`src/rtl/baccarat_datapath.sv`:
```
`default_nettype none
// ============================================================================
// Module   : baccarat_datapath
// Purpose  : Holds the player and dealer hands for the baccarat game state
//            machine and scores each hand combinationally from its card
//            registers. Also tracks slot occupancy and raises sticky flags
//            for load-protocol violations and illegal rank codes.
// Revision : 1.0 - initial release
// ----------------------------------------------------------------------------
// Ports
//   slow_clock            in   game clock, rising-edge active
//   resetb                in   asynchronous active-low reset
//   new_card[3:0]         in   rank code from dealer, sampled on a load edge
//   load_pcard1..3        in   player slot load strobes
//   load_dcard1..3        in   dealer slot load strobes
//   pcard1..3[3:0]        out  player card registers (raw rank, 0 = empty)
//   dcard1..3[3:0]        out  dealer card registers (raw rank, 0 = empty)
//   pscore[3:0]           out  player hand score 0..9
//   dscore[3:0]           out  dealer hand score 0..9
//   pcard_count[1:0]      out  player slots filled 0..3
//   dcard_count[1:0]      out  dealer slots filled 0..3
//   proto_err             out  sticky load-protocol violation
//   bad_card              out  sticky illegal rank code seen on a load
// ============================================================================
module baccarat_datapath #(
  parameter int RANK_MAX = 13,
  parameter int MODULUS  = 10
) (
  input  logic       slow_clock,
  input  logic       resetb,
  input  logic [3:0] new_card,
  input  logic       load_pcard1,
  input  logic       load_pcard2,
  input  logic       load_pcard3,
  input  logic       load_dcard1,
  input  logic       load_dcard2,
  input  logic       load_dcard3,
  output logic [3:0] pcard1,
  output logic [3:0] pcard2,
  output logic [3:0] pcard3,
  output logic [3:0] dcard1,
  output logic [3:0] dcard2,
  output logic [3:0] dcard3,
  output logic [3:0] pscore,
  output logic [3:0] dscore,
  output logic [1:0] pcard_count,
  output logic [1:0] dcard_count,
  output logic       proto_err,
  output logic       bad_card
);

  localparam logic [3:0] C_RANK_MAX = 4'(RANK_MAX);
  localparam logic [4:0] C_MOD1     = 5'(MODULUS);
  localparam logic [4:0] C_MOD2     = 5'(2 * MODULUS);

  // Baccarat point value: pips count face value, tens and court cards count
  // zero, and anything outside the legal rank range also counts zero.
  function automatic logic [3:0] card_val(input logic [3:0] c);
    if ((c >= 4'd1) && (c <= 4'd9) && (c <= C_RANK_MAX)) begin
      return c;
    end
    return 4'd0;
  endfunction

  // Sum of three cards is at most 27, so two conditional subtractions are
  // enough to reduce it modulo MODULUS without a divider.
  function automatic logic [3:0] hand_score(input logic [3:0] a,
                                            input logic [3:0] b,
                                            input logic [3:0] c);
    logic [4:0] sum;
    logic [4:0] red;
    sum = {1'b0, card_val(a)} + {1'b0, card_val(b)} + {1'b0, card_val(c)};
    if (sum >= C_MOD2) begin
      red = sum - C_MOD2;
    end else if (sum >= C_MOD1) begin
      red = sum - C_MOD1;
    end else begin
      red = sum;
    end
    return red[3:0];
  endfunction

  // Adds the per-edge increment to a hand counter, clamping at three.
  function automatic logic [1:0] sat_add(input logic [1:0] cnt,
                                         input logic [1:0] inc);
    logic [2:0] s;
    s = {1'b0, cnt} + {1'b0, inc};
    return (s > 3'd3) ? 2'd3 : s[1:0];
  endfunction

  logic [5:0] w_load;      // {d3,d2,d1,p3,p2,p1}
  logic [5:0] w_empty;     // slot register is zero before this edge
  logic       w_legal;     // new_card is a legal rank
  logic       w_multi;     // more than one strobe this cycle
  logic       w_overwrite; // load into an occupied slot
  logic       w_order;     // slot loaded before its predecessor
  logic [1:0] w_p_inc;
  logic [1:0] w_d_inc;

  assign w_load  = {load_dcard3, load_dcard2, load_dcard1,
                    load_pcard3, load_pcard2, load_pcard1};
  assign w_empty = {dcard3 == 4'd0, dcard2 == 4'd0, dcard1 == 4'd0,
                    pcard3 == 4'd0, pcard2 == 4'd0, pcard1 == 4'd0};
  assign w_legal = (new_card != 4'd0) && (new_card <= C_RANK_MAX);

  // x & (x-1) clears the lowest set bit; anything left means two or more.
  assign w_multi     = (w_load & (w_load - 6'd1)) != 6'd0;
  assign w_overwrite = (w_load & ~w_empty) != 6'd0;
  assign w_order     = (load_pcard2 && w_empty[0]) || (load_pcard3 && w_empty[1]) ||
                       (load_dcard2 && w_empty[3]) || (load_dcard3 && w_empty[4]);

  // Illegal codes are still stored but never count as filling a slot.
  always_comb begin
    w_p_inc = 2'd0;
    w_d_inc = 2'd0;
    if (w_legal) begin
      w_p_inc = {1'b0, w_load[0] & w_empty[0]} + {1'b0, w_load[1] & w_empty[1]} +
                {1'b0, w_load[2] & w_empty[2]};
      w_d_inc = {1'b0, w_load[3] & w_empty[3]} + {1'b0, w_load[4] & w_empty[4]} +
                {1'b0, w_load[5] & w_empty[5]};
    end
  end

  always_ff @(posedge slow_clock or negedge resetb) begin
    if (!resetb) begin
      pcard1      <= 4'd0;
      pcard2      <= 4'd0;
      pcard3      <= 4'd0;
      dcard1      <= 4'd0;
      dcard2      <= 4'd0;
      dcard3      <= 4'd0;
      pcard_count <= 2'd0;
      dcard_count <= 2'd0;
      proto_err   <= 1'b0;
      bad_card    <= 1'b0;
    end else begin
      if (load_pcard1) pcard1 <= new_card;
      if (load_pcard2) pcard2 <= new_card;
      if (load_pcard3) pcard3 <= new_card;
      if (load_dcard1) dcard1 <= new_card;
      if (load_dcard2) dcard2 <= new_card;
      if (load_dcard3) dcard3 <= new_card;
      pcard_count <= sat_add(pcard_count, w_p_inc);
      dcard_count <= sat_add(dcard_count, w_d_inc);
      if (w_multi || w_overwrite || w_order) proto_err <= 1'b1;
      if ((w_load != 6'd0) && !w_legal)      bad_card  <= 1'b1;
    end
  end

  // Scores follow the registers directly so a freshly loaded card is
  // reflected in the same cycle it becomes visible.
  assign pscore = hand_score(pcard1, pcard2, pcard3);
  assign dscore = hand_score(dcard1, dcard2, dcard3);

endmodule
`default_nettype wire
```
`config.mk`:
```
export PLATFORM = sky130hd
export DESIGN_NAME = baccarat_datapath
export DESIGN_NICKNAME = d
export VERILOG_FILES = /design/src/rtl/baccarat_datapath.sv
export SDC_FILE = /design/constraint.sdc
export NUM_CORES = 1
export LEC_CHECK = 0
export CORE_UTILIZATION = 51
export DETAILED_ROUTE_END_ITERATION = 8
export PLACE_DENSITY = 0.8
export SLEW_MARGIN = 20
export SYNTH_ARGS = -nofsm -noshare
export SYNTH_HDL_FRONTEND = slang
export SYNTH_SLANG_ARGS = --single-unit
export TNS_END_PERCENT = 100
```
`constraint.sdc`:
```
create_clock -name slow_clock -period 4.15 [get_ports slow_clock]
set_input_delay 0.83 -clock slow_clock [delete_from_list [all_inputs] [get_ports slow_clock]]
set_output_delay 0.83 -clock slow_clock [all_outputs]
set_load 0.05 [all_outputs]
```
==> metrics.txt, run 1 <==
period utilisation layout 100%; core area 4350 sq um; Die H between 60 and 70 um; slowest CP cell fa_1; Worst Hold Class flip-flop to flip-flop; later-pin clock latency in the skew report 0.28 ns; Synth Net Count 259; vias in the first global route about 1800; WP data arrival 3.32 ns; placement-stage cell area 2980 sq um; Iteration-0 DRC Markers 31; post-synth top area share 32.3%; Worst-Margin Slew around 0.62 ns; mapped cell area roughly 2300 sq um; RR Startpoint dcard2[3]$_DFFE_PN0P_; Inst Count DP 318; switching share of power 46.2%; CTS tree done; DRT Wirelength 5560 um; Avg Vias per Cell 5.52; RSZ-0062 raised after global routing true; Tmin final 4.15 ns; total global routing overflow 0; HPWL after DPL 3850 um; Place WS -0.0734 ns; Final Cell Area 3460 sq um; power share of the sequential group 17.1%; number of flops mapped to enable cells by yosys 0; Critical Path, Cell by Cell nor2b_1 > fa_1 > ha_2 > inv_2 > fa_2 > xor2_2 > ha_2 > inv_2 > o311ai_4 > inv_1 > mux2i_2 > xnor2_2 > buf_12; worst path required time about 3.3 ns; Die Area 4830 sq um; initial core utilization a little over half; num ports 50; ys flop type dfrtp_1; maximum VDD drop 0.367 mV; Clock power frac 10.8%; combinational share of power between 70 and 80%; NetSw 0.00104 W; gp weighted congestion approximately 0.80; Clock Sinks 30; Finished Layout Cells 344; Lkg Pwr 1.43 nW; register area share after synthesis roughly 32%; failing checks negative setup slack; Ant. Diodes 0; Mean Syn Cell Area 10.6 sq um; CP Max Fanout 3; MaxCap Viol Count 0; GR Util All Layers 22.9%; Fin. Hold Viols 0; post-route clock skew between 0.004 and 0.005 ns; Clock Tree Buf Depth 2; Slew Viols, Final 0; CP Class flip-flop to primary output; Pwr Total 0.00225 W; most common cell after layout, fill and taps aside clkdlybuf4s50_1; Final nets around 330; largest net degree at the start of global routing 31; PortBufs 49; worst hold start bad_card$_DFFE_PN0P_; P&R area growth vs syn 48.7%; chip width 69.5 um; post-synthesis register bit count 30; layout cell share with drive strength beyond 1 around 44%; PnR worst setup slack -0.00101 ns; vias between 1500 and 2000; FFs w/ async S/R, synth 100%; leading area contributor after synthesis dfrtp_1; Post-Synthesis Cells 219; DR WL/cell around 16 um; fmax 0.241 GHz; clk slew on worst S/H paths 0.06 ns; CTS Root Cell clkbuf_8; most frequent cells in the layout 43 x clkdlybuf4s50_1, 25 x mux2_2, 21 x buf_4; internal power 0.00121 W; Routed Antenna Nets 0; Worst slew margin 58.3%; DRC 0; CP peak stage delay around 0.55 ns; count of hold-fix buffers inserted at cts 0; initial antenna violation count 0; first-pass GRT wire length 8600 um; number of buffers created by CTS 5; site row count 24; crit path launch pcard1[1]$_DFFE_PN0P_; distinct cell type count after synthesis 44; CP startpoint kind flip-flop; drt pass-1 iters 4; leading post-synthesis cells by cell area dfrtp_1 32%, mux2_2 12%, fa_1 12%; Fin Hold WS ~0.5 ns; Synth Warn # 0; power density cells around 650 nW/um^2; Setup Viol. Count Final 1; H-tree Lvls 2; Critical Path Sink Type primary output; outcome finished, violations left
synth_stat cells, drive strengths merged, types with 4 or more instances:
| library cell | n |
|---|---|
| a21oi | 12 |
| o21ai | 9 |
| fa | 14 |
| mux2 | 25 |
| buf | 5 |
| dfrtp | 30 |
| nor2 | 4 |
| nand2 | 6 |
| nor2b | 9 |
| ha | 14 |
| nor3b | 7 |
| and2 | 15 |
| nand2b | 16 |
| nor4 | 7 |
| inv | 18 |
critical path, delay by kind of cell (launching register included):
family	cells	cell delay, ns
compound gates	1	0.29
xor+xnor	2	0.35
fa+ha+maj	4	1.30
buf+inv	4	0.33
flops	1	0.40
mux	1	0.22
simple gates	1	0.15
cell type report:
| type | count | area [sq um] |
|---|---|---|
| multi-input combinational | 165 | 1750 |
| fill | 261 | 897 |
| sequential | 30 | 768 |
| timing repair buffer | 71 | 711 |
| clock buffer | 6 | 82.6 |
| inverter | 18 | 67.6 |
| tap | 52 | 65.1 |
| clock inverter | 2 | 12.5 |
flip-flops by register name, summed over array words and instances, names as in the netlist, 2 cells and up:
register,count
pcard1,4
dcard_count,2
pcard2,4
dcard2,4
pcard_count,2
pcard3,4
dcard1,4
dcard3,4
path summary, 6_finish.rpt:
kind,to,slack [ns],cells past startpoint
min in group asynchronous,dcard3[2]$_DFFE_PN0P_,0.93,2
setup reg to reg,dcard_count[1]$_DFF_PN0_,1.50,10
max in group asynchronous,dcard1[3]$_DFFE_PN0P_,2.91,2
setup / recovery,pscore[1],-0.001,13
hold reg to reg,bad_card$_DFFE_PN0P_,0.50,1
hold / removal,bad_card$_DFFE_PN0P_,0.50,1
metrics by stage:
| stage | util [%] | TNS, ns |
|---|---|---|
| global placement | 68.3 | 0 |
| global route | 79.4 | -0.275 |
| CTS | 73.4 | 0 |
| finish | 79.4 | -0.00101 |
| detailed placement | 68.3 | -0.0734 |
| floorplan | - | 0 |
power by group through the flow:
stage | logic [W] | registers, W | clock network, W
finish | 0.00162 | 0.000384 | 0.000243
global route | 0.00172 | 0.000392 | 0.000259
CTS | 0.00140 | 0.000380 | 0.000249
detailed placement | 0.00130 | 0.000386 | 0
global placement | 0.00127 | 0.000384 | 0
floorplan | 0.000719 | 0.000528 | 0
cell families after synthesis:
family	after synthesis	share of synthesized area, %
AND/OR/NAND/NOR	70	18.6
multiplexers	27	13.0
adder cells (fa/ha/maj)	28	19.6
buffers and inverters	24	4.79
AO/OA/AOI/OAI	35	9.58
flip-flops	30	32.3
XOR/XNOR	5	2.21
repair_timing:
| action | CTS | global route |
|---|---|---|
| setup endpoints to repair | 5 | 6 |
| setup buffers | 10 | 9 |
| pin swaps | 3 | 20 |
| resized for setup | 11 | 52 |
| gates cloned | 0 | 0 |
layer usage:
| layer | part of all wire, % | track usage, % | wire length [um] |
|---|---|---|---|
| met3 | 3.8 | 3.63 | 212 |
| met2 | 52 | 40.9 | 2880 |
| met5 | 0 | 0 | 0 |
| met4 | 1.5 | 7.26 | 83 |
| met1 | 43 | 28.2 | 2380 |
Power figures use the tool's default switching activity.
==> run 2, diff against run 1 <==
--- a/config.mk
+++ b/config.mk
@@ -5,9 +5,9 @@
 export SDC_FILE = /design/constraint.sdc
 export NUM_CORES = 1
 export LEC_CHECK = 0
-export CORE_UTILIZATION = 51
+export CORE_UTILIZATION = 46
 export DETAILED_ROUTE_END_ITERATION = 8
-export PLACE_DENSITY = 0.8
+export PLACE_DENSITY = 0.76
 export SLEW_MARGIN = 20
 export SYNTH_ARGS = -nofsm -noshare
 export SYNTH_HDL_FRONTEND = slang
==> constraint.sdc (replaced) <==
create_clock -name slow_clock -period 3.7 [get_ports slow_clock]
set_input_delay 0.74 -clock slow_clock [delete_from_list [all_inputs] [get_ports slow_clock]]
set_output_delay 0.74 -clock slow_clock [all_outputs]
set_load 0.05 [all_outputs]
==> metrics.txt, run 2 (synthesized netlist as in run 1, its figures left out) <==
slowest CP cell fa_2; Worst slew margin 61.4%; power share of the sequential group around 16%; PnR worst setup slack -0.293 ns; num ports 50; layout cell share with drive strength beyond 1 a little over 50%; Clock power frac 10.0%; Worst Path Buf+Inv 3; Filler cells 330; DRT Wirelength 5850 um; GR Util All Layers 22.5%; CP startpoint kind flip-flop; clk slew on worst S/H paths 0.07 ns; vias in the first global route about 1900; first-pass GRT wire length 9020 um; site row count 25; Setup Viol. Count Final 6; Lkg Pwr 1.53 nW; largest net degree at the start of global routing 31; vias about 2000; Worst Hold Class flip-flop to flip-flop; period utilisation layout 108%; Pwr Total 0.00271 W; outcome finished, violations left; switching share of power between 40 and 50%; most common cell after layout, fill and taps aside clkdlybuf4s50_1; drt pass-1 iters 4; RSZ-0062 raised after global routing true; Slew Viols, Final 0; Critical Path, Cell by Cell nor2b_4 > fa_1 > ha_4 > fa_2 > inv_4 > ha_4 > a22oi_2 > nor3_4 > buf_4 > a211o_4 > buf_12; HPWL after DPL 4210 um; Die H 73.1 um; CTS tree done; CP Class flip-flop to primary output; chip width 73.1 um; gp weighted congestion 0.751; initial antenna violation count 0; post-route clock skew 0.00994 ns; crit-path leading delay family adder cells; Avg Vias per Cell 5.22; CP Max Fanout 4; Routed Antenna Nets 0; Ant. Diodes 0; worst path required time 2.96 ns; Clock Sinks 30; DRC 0; combinational share of power 74.1%; Fin Hold WS 0.483 ns; P&R area growth vs syn 59.3%; Die Area 5340 sq um; Finished Layout Cells about 380; Tmin final between 3 and 4 ns; core area roughly 4800 sq um; NetSw 0.00122 W; DR WL/cell 15.6 um; later-pin clock latency in the skew report 0.28 ns; PortBufs slightly below 50; WP data arrival ~3.3 ns; Worst-Margin Slew 0.575 ns; CP peak stage delay ~0.57 ns; most frequent cells in the layout 43 x clkdlybuf4s50_1, 35 x buf_4, 25 x mux2_2; maximum VDD drop 0.509 mV; fmax about 0.25 GHz; power density cells 732 nW/um^2; Final nets 347; H-tree Lvls 2; CTS Root Cell clkbuf_8; Inst Count DP 350; Iteration-0 DRC Markers 57; Fin. Hold Viols 0; number of buffers created by CTS 5; total global routing overflow 0; Critical Path Sink Type primary output; internal power 0.00149 W; critical path's most frequent cell ha_4; failing checks negative setup slack; Clock Tree Buf Depth 2; initial core utilization 48.6%; MaxCap Viol Count 0
run 2: final cells by class:
class	instances	area, sq um	share of cell area, %
Clock buffer	7	86.3	2.33
Clock inverter	1	5.00	0.135
Inverter	18	70.1	1.89
Multi-Input combinational cell	165	1840	49.6
Sequential cell	30	773	20.9
Tap cell	67	83.8	2.26
Timing Repair Buffer	87	847	22.9
run 2: power groups by stage:
stage          clock [W]  sequential, W  combinational (W)
2_1_floorplan          0       0.000596           0.000968
3_5_place_dp           0       0.000435            0.00173
6_report        0.000270       0.000431            0.00201
3_3_place_gp           0       0.000433            0.00171
4_1_cts         0.000274       0.000427            0.00189
5_1_grt         0.000285       0.000439            0.00211
run 2: layer usage:
layer	global-route usage (%)	vias to the layer above	share of wire, %
met1	30.1	986	45
met2	38.7	37	52
li1	-	931	-
met5	0	-	0
met3	3.59	5	2.6
met4	4.58	0	0.80
run 2: worst paths after layout:
| check | from | endpoint | slack, ns | cells past startpoint |
|---|---|---|---|---|
| setup / recovery | dcard2[1]$_DFFE_PN0P_ | dscore[2] | -0.29 | 11 |
| hold / removal | bad_card$_DFFE_PN0P_ | bad_card$_DFFE_PN0P_ | 0.48 | 1 |
| setup reg to reg | pcard2[1]$_DFFE_PN0P_ | pcard_count[1]$_DFF_PN0_ | 0.94 | 10 |
| hold reg to reg | bad_card$_DFFE_PN0P_ | bad_card$_DFFE_PN0P_ | 0.48 | 1 |
| max in group asynchronous | resetb | pcard1[2]$_DFFE_PN0P_ | 2.54 | 2 |
| min in group asynchronous | resetb | dcard2[2]$_DFFE_PN0P_ | 0.84 | 2 |
run 2: what timing repair did:
action                                  CTS  global route
buffers inserted                         14             3
hold buffers                              0             0
endpoints found under the setup margin    6             6
resized for setup                        15            27
hold endpoints to repair                  0             0
pin swaps                                14            14
cloned                                    0             0
run 2: worst register-to-register path: stages, from the launching register on:
cell     delay (ns)
dfrtp_2        0.43
buf_4          0.14
buf_4          0.13
nor4_1         0.51
and2_1         0.22
fa_1           0.41
and2_1         0.15
ha_1           0.17
inv_1          0.06
fa_1           0.41
nand2_1        0.07
run 2: through the flow:
step           util (%)  area [sq um]  worst slack (ns)  setup TNS (ns)
4_1_cts            74.4          3560            -0.308           -1.45
3_3_place_gp       68.9          3300           -0.0655         -0.0655
2_1_floorplan         -          2550            -0.105          -0.404
5_1_grt            77.4          3700            -0.388           -1.97
6_report           77.4          3700            -0.293           -1.42
3_5_place_dp       68.9          3300           -0.0830          -0.130
